**src/rtl/pin_check_ctrl.sv**
```systemverilog
// Sequencing controller for the 8-bit Xnor comparator stage of the lock datapath.
// It latches codes, pulses the comparator enable, counts consecutive failures and times the lockout.
module pin_check_ctrl #(
    parameter logic [7:0] RESET_SV    = 8'h00,
    parameter int         MAX_FAIL    = 3,
    parameter int         LOCK_CYCLES = 16
) (
    input  logic       clk,
    input  logic       rst_n,
    input  logic [7:0] CODE,
    input  logic       TRY,
    input  logic       SET,
    input  logic       CLOSE,
    input  logic [7:0] XN,
    output logic [7:0] IN_Q,
    output logic [7:0] SV,
    output logic       EN_CMP,
    output logic       UNLOCK,
    output logic       FAIL,
    output logic       LOCKED,
    output logic [3:0] FAIL_CNT
);

    typedef enum logic [1:0] {
        IDLE,
        CHECK,
        OPEN,
        LOCKOUT
    } state_t;

    localparam logic [3:0]  MAX_CNT   = 4'(MAX_FAIL);
    localparam logic [15:0] LOCK_LOAD = 16'(LOCK_CYCLES - 1);

    state_t      state;
    logic [15:0] timer;

    // Status flags are registered alongside each transition so they follow the state exactly.
    always_ff @(posedge clk or negedge rst_n) begin
        if (!rst_n) begin
            state    <= IDLE;
            IN_Q     <= 8'h00;
            SV       <= RESET_SV;
            EN_CMP   <= 1'b0;
            UNLOCK   <= 1'b0;
            FAIL     <= 1'b0;
            LOCKED   <= 1'b0;
            FAIL_CNT <= 4'd0;
            timer    <= 16'd0;
        end else begin
            FAIL   <= 1'b0;
            EN_CMP <= 1'b0;
            case (state)
                IDLE: begin
                    if (TRY) begin
                        IN_Q   <= CODE;
                        EN_CMP <= 1'b1;
                        state  <= CHECK;
                    end
                end
                CHECK: begin
                    if (&XN) begin
                        FAIL_CNT <= 4'd0;
                        UNLOCK   <= 1'b1;
                        state    <= OPEN;
                    end else begin
                        FAIL <= 1'b1;
                        // Reaching the limit saturates the count and starts the lockout.
                        if (FAIL_CNT >= MAX_CNT - 4'd1) begin
                            FAIL_CNT <= MAX_CNT;
                            LOCKED   <= 1'b1;
                            timer    <= LOCK_LOAD;
                            state    <= LOCKOUT;
                        end else begin
                            FAIL_CNT <= FAIL_CNT + 4'd1;
                            state    <= IDLE;
                        end
                    end
                end
                OPEN: begin
                    if (SET) begin
                        SV <= CODE;
                    end
                    if (CLOSE) begin
                        UNLOCK <= 1'b0;
                        state  <= IDLE;
                    end
                end
                LOCKOUT: begin
                    if (timer == 16'd0) begin
                        LOCKED   <= 1'b0;
                        FAIL_CNT <= 4'd0;
                        state    <= IDLE;
                    end else begin
                        timer <= timer - 16'd1;
                    end
                end
                default: begin
                    state <= IDLE;
                end
            endcase
        end
    end

endmodule

```
**config.mk**
```make
export PLATFORM = sky130hd
export DESIGN_NAME = pin_check_ctrl
export DESIGN_NICKNAME = d
export VERILOG_FILES = /design/src/rtl/pin_check_ctrl.sv
export SDC_FILE = /design/constraint.sdc
export NUM_CORES = 1
export LEC_CHECK = 0
export ABC_AREA = 1
export CAP_MARGIN = 15
export CORE_MARGIN = 5
export CORE_UTILIZATION = 29
export DETAILED_ROUTE_END_ITERATION = 16
export HOLD_SLACK_MARGIN = 0.06
export PLACE_DENSITY = 0.6
export SETUP_SLACK_MARGIN = 0.05
export SLEW_MARGIN = 20
export SYNTH_ARGS = -nofsm -noshare
export SYNTH_HDL_FRONTEND = slang
export SYNTH_SLANG_ARGS = --single-unit
```
**constraint.sdc**
```tcl
create_clock -name clk -period 2 [get_ports clk]
set_input_delay 0.6 -clock clk [delete_from_list [all_inputs] [get_ports clk]]
set_output_delay 0.6 -clock clk [all_outputs]
set_load 0.03 [all_outputs]
```
# Yosys cells after proc, flatten, opt, wreduce, memory -nomap -nowiden
# Index checks and enable logic that the tools add are counted.
dict set report word_totals {
  input_bits 21
  output_inout_bits 24
  reg_bits 42
  elab_cells 59
}
dict set report classes {
  n_mux 25
  magnitude_cmp 1
  add_sub_neg 2
  n_reduce_logical 12
  n_eq_ne 10
}
# cell n
set ops {}
lappend ops {{16-bit 2-to-1 mux} 3}
lappend ops {{16-bit one-hot mux with 2 select lines} 1}
lappend ops {{16-bit zero test} 1}
lappend ops {{16-bit by 1-bit subtractor with 16-bit output (second input constant)} 1}
lappend ops {{2-bit inequality test (second input constant)} 7}
lappend ops {{4-bit 2-to-1 mux} 3}
lappend ops {{2-bit 2-to-1 mux} 5}
lappend ops {{1-bit 2-to-1 mux} 9}
lappend ops {{2-bit one-hot mux with 4 select lines} 1}
lappend ops {{4-bit one-hot mux with 2 select lines} 1}
lappend ops {{4-bit AND reduction} 2}
lappend ops {{8-bit AND reduction} 1}
lappend ops {{2-bit AND reduction} 3}
lappend ops {{3-bit AND reduction} 2}
lappend ops {{4-bit by 1-bit adder with 4-bit output (second input constant)} 1}
lappend ops {{2-bit equality test (second input constant)} 2}
lappend ops {{4-bit by 2-bit >= comparator with 1-bit output (second input constant)} 1}
lappend ops {{1-bit one-hot mux with 2 select lines} 2}
lappend ops {{2-bit nonzero test} 2}
lappend ops {{2-bit by 1-bit equality test with 1-bit output (second input constant)} 1}
lappend ops {{2-bit zero test} 1}

# Longest topological paths before layout
dict set report depth {
  word_depth 4
  depth_mapped 10
  ltp_nobuf 10
}

# Least setup slack after synthesis
# Ideal clock, no wire load.
dict set report synth_timing {
  path_kind {register to register}
  from {register FAIL_CNT[0]}
  to {register timer[7]}
  required_time_ns 1.882
  path_stages_with_launch 10
  synth_period_minus_slack_ns 1.653
  arrival_time_ns 1.535
  path_buffers 1
  slack_ns 0.347
  setup_time_ns 0.118
  path_cell_list {dfrtp_1 inv_1 ha_1 nor2_1 nand2_1 nand3_2 nand2_4 buf_6 nand3_1 nand2_1}
}
dict set report synth_between {
  elab_chain_cells 3
}
# element line_no
set synth_rtl {}
lappend synth_rtl {{from (decl)} 21} ;# output logic [3:0] FAIL_CNT
lappend synth_rtl {{from (signal assigned)} 74} ;# FAIL_CNT <= FAIL_CNT + 4'd1;
lappend synth_rtl {{4-bit by 2-bit >= comparator with 1-bit output} 68} ;# if (FAIL_CNT >= MAX_CNT - 4'd1) begin
lappend synth_rtl {{2-bit inequality test (no line)} -}
lappend synth_rtl {{4-bit AND reduction (no line)} -}
lappend synth_rtl {{to (signal assigned)} 94} ;# timer <= timer - 16'd1;
lappend synth_rtl {{to (decl)} 35} ;# logic [15:0] timer;
# No other way between the ends.
# A chain may end at the register's enable or synchronous reset.

# Worst setup path in the final report
dict set report layout_timing {
  from {register EN_CMP}
  to {output port EN_CMP}
}
# element line_no
set layout_rtl {}
lappend layout_rtl {{from (decl)} 17} ;# output logic EN_CMP,
lappend layout_rtl {{from (signal assigned)} 43} ;# EN_CMP <= 1'b0;
lappend layout_rtl {{from (signal assigned)} 51} ;# EN_CMP <= 1'b0;
lappend layout_rtl {{from (signal assigned)} 56} ;# EN_CMP <= 1'b1;
# No word-level cell between the ends.

==> results.md <==
* Status: finished clean
* Antenna Nets Post-Route at 0
* CTS tree: built
* Die Y at 97.2 µm
* Top-area cell type share of the netlist area at 0.476
* Crit path kind: reg2out
* Synth area leaders: dfrtp_1 (48%), nand2_1 (16%), nor2_1 (6.5%)
* Layout cell share with drive strength beyond 1 at 0.0899
* Mux share of post-synthesis cell area at 0
* Clk buf depth at 2
* Die Footprint at 0.00945 mm²
* Fin Clk Skew at 0.00830 ns
* Initial antenna violation count at 0
* CP cell instances: clkdlybuf4s50_1
* Final #Nets at 368
* GRT Overall Usage at 0.117
* FMAX at 530 MHz
* Synth Net Count at 317
* Main combinational cell family by area after synthesis: simple AND/OR/NAND/NOR gates
* Max VDD drop at 631 µV
* Root buf cell: clkbuf_8
* Cts bufs inserted at 5
* Sw frac at 0.486
* Setup TNS after final layout at 0 ns
* Post-DR wirelength/cell at 11.9 µm
* Starting Density at 0.301
* Post-synth EDFFs at 0
* Post-CTS repair timing setup buffer count at 0
* FP Rows at 31
* Power, Total at 4.16 mW
* CP required at 1.40 ns
* Clock Power Share at 0.136
* Clk slew on worst S/H paths at 0.09 ns
* Final Setup Violations at 0
* Vias post-DR at 2,002
* Most common cell in the netlist: nand2_1
* Final-report hold violation count at 0
* Synthesis Warnings at 0
* 1st-iter DRT viols at 67
* Post-synthesis adder-cell area fraction at 0.0170
* Worst EP arrival at 1.29 ns
* # IOs at 45
* Post-synthesis simple-gate area fraction at 0.349
* Final Critical Period at 1.89 ns
* Worst hold path type: in2async
* Critical path's slowest cell: clkdlybuf4s50_1
* Unrepaired setup endpoints after global routing: false
* Combinational share of power at 0.529
* GR Overflow Total at 0
* Max_slew headroom at 0.709
* Area Growth Syn to Fin at 29.8%
* Max Cap Violations at 0
* Switch Pwr at 2.02 mW
* First drt pass iteration count at 4
* Pwr/cell area at 1450 mW/mm²
* Pint at 2.14 mW
* Area of the mapped netlist at 0.00221 mm²
* Post-synthesis compound-gate area fraction at 0.0664
* Max FO, Critical Path at 1
* Port Buffers at 44
* Largest delay share family, worst path: buffers and inverters
* Final period utilization at 0.944
* Fin. max-slew vios at 0
* ANT cells at 0
* Pleak at 1.54 nW
* Dpl hpwl at 3950 µm
* Pin count of the biggest net entering global routing at 30
* Syn Area/Cell at 7.53 µm²
* Seq/Total Area, Yosys at 0.476
* Cell taking the most area after synthesis: dfrtp_1
* Flops & latches, synth at 42
* Post-Syn Instances at 293
* First-pass GRT wire length at 9270 µm
* Vias per cell at 4.51
* Core area at 0.00733 mm²
* Critical path startpoint category: register
* DIE WIDTH at 97.2 µm
* H-tree depth at 2
* CTS sink cnt at 42
* GP Congestion at 0.832
* Sequential Power Share at 0.335
* Max stage delay on crit path at 0.67 ns
* Commonest cells in the synthesized netlist: nand2_1 (92), dfrtp_1 (42), nor2_1 (38)
* Async SR Flop Fraction at 1.00
* Critical path capture point type: output port
* Number of global-route vias before repair at 2,024
* Worst-Skew Late Latency at 0.30 ns
* Xor/xnor cell area share of the yosys netlist at 0.0159
* DRC viols at 0
* Worst Max-Slew Pin Slew at 0.435 ns
* Main flop type after synthesis: dfrtp_1
* Crit path buffers/inverters at 1
* Routed WL at 5260 µm
* Netlist cell types at 28
## metal layers
layer,vias up,wire length (µm),track usage
li1,1022,-,-
met1,922,2430,0.144
met2,53,2370,0.194
met3,5,431,0.0467
met4,0,38,0.0256
met5,-,0,0
## metrics by stage
stage / cell area [µm²] / hold WS, ns / util / cells / setup slack [ns]
detailed placement: 2790 / 0.477 / 0.380 / 436 / 0.112
global placement: 2790 / 0.463 / 0.380 / 436 / 0.141
global route: 2860 / 0.230 / 0.391 / 444 / 0.0568
floorplan: 2210 / 0.304 / - / 293 / 0.347
finish: 2860 / 0.205 / 0.391 / 444 / 0.113
CTS: 2850 / 0.211 / 0.389 / 444 / 0.0567
## sequential cells by signal, summed over array words and instances, names as in the netlist
| signal | cells |
|---|---|
| EN_CMP | 1 |
| timer | 16 |
| UNLOCK | 1 |
| FAIL_CNT | 4 |
| SV | 8 |
| state | 2 |
| LOCKED | 1 |
| IN_Q | 8 |
| FAIL | 1 |
## cell families (layout without fill, tap and decap cells)
group / Yosys count / in the layout
compound gates: 27 / 27
flops: 42 / 42
fa+ha+maj: 3 / 3
simple gates: 177 / 177
xor+xnor: 4 / 4
buf+inv: 40 / 92
## power by group through the flow
stage / registers [mW] / logic, mW / clock network [mW]
floorplan: 1.79 / 1.16 / 0
detailed placement: 1.41 / 2.35 / 0
global placement: 1.41 / 2.31 / 0
global route: 1.44 / 2.48 / 0.624
CTS: 1.40 / 2.24 / 0.589
finish: 1.39 / 2.20 / 0.566
## what timing repair did
item	4_1_cts	5_1_grt
resized for setup	19	5
hold buffers	0	0
gates cloned	0	0
endpoints found under the setup margin	19	6
## cell type report
type	instances	area [µm²]
fill	769	4470
sequential	42	1050
multi-input combinational	211	991
timing repair buffer	50	479
inverter	34	129
tap	99	124
clock buffer	5	68.8
clock inverter	3	21.3
## cell usage in the layout, fill, tap and decap left out, types with 3 or more instances in the layout
cell type	n
buf_4	5
clkbuf_8	5
clkdlybuf4s50_1	20
dfrtp_1	42
dlygate4sd2_1	19
dlymetal6s2s_1	4
inv_1	33
nand2_1	92
nand2_2	3
nand3_1	28
nand4_1	3
nor2_1	38
nor2_2	4
o21ai_0	21
## final timing paths
kind | from | end | slack, ns | cells after the start
min in group clk | SV[5]$_DFFE_PN0P_ | SV[5]$_DFFE_PN0P_ | 0.49 | 2
setup / recovery | EN_CMP$_DFF_PN0_ | EN_CMP | 0.11 | 1
setup reg to reg | timer[0]$_DFFE_PN0P_ | timer[3]$_DFFE_PN0P_ | 0.25 | 9
hold / removal | rst_n | timer[8]$_DFFE_PN0P_ | 0.20 | 1
max in group asynchronous | rst_n | SV[2]$_DFFE_PN0P_ | 1.33 | 2
hold reg to reg | SV[5]$_DFFE_PN0P_ | SV[5]$_DFFE_PN0P_ | 0.49 | 2
Note: power is estimated with default switching activity, not from simulation.
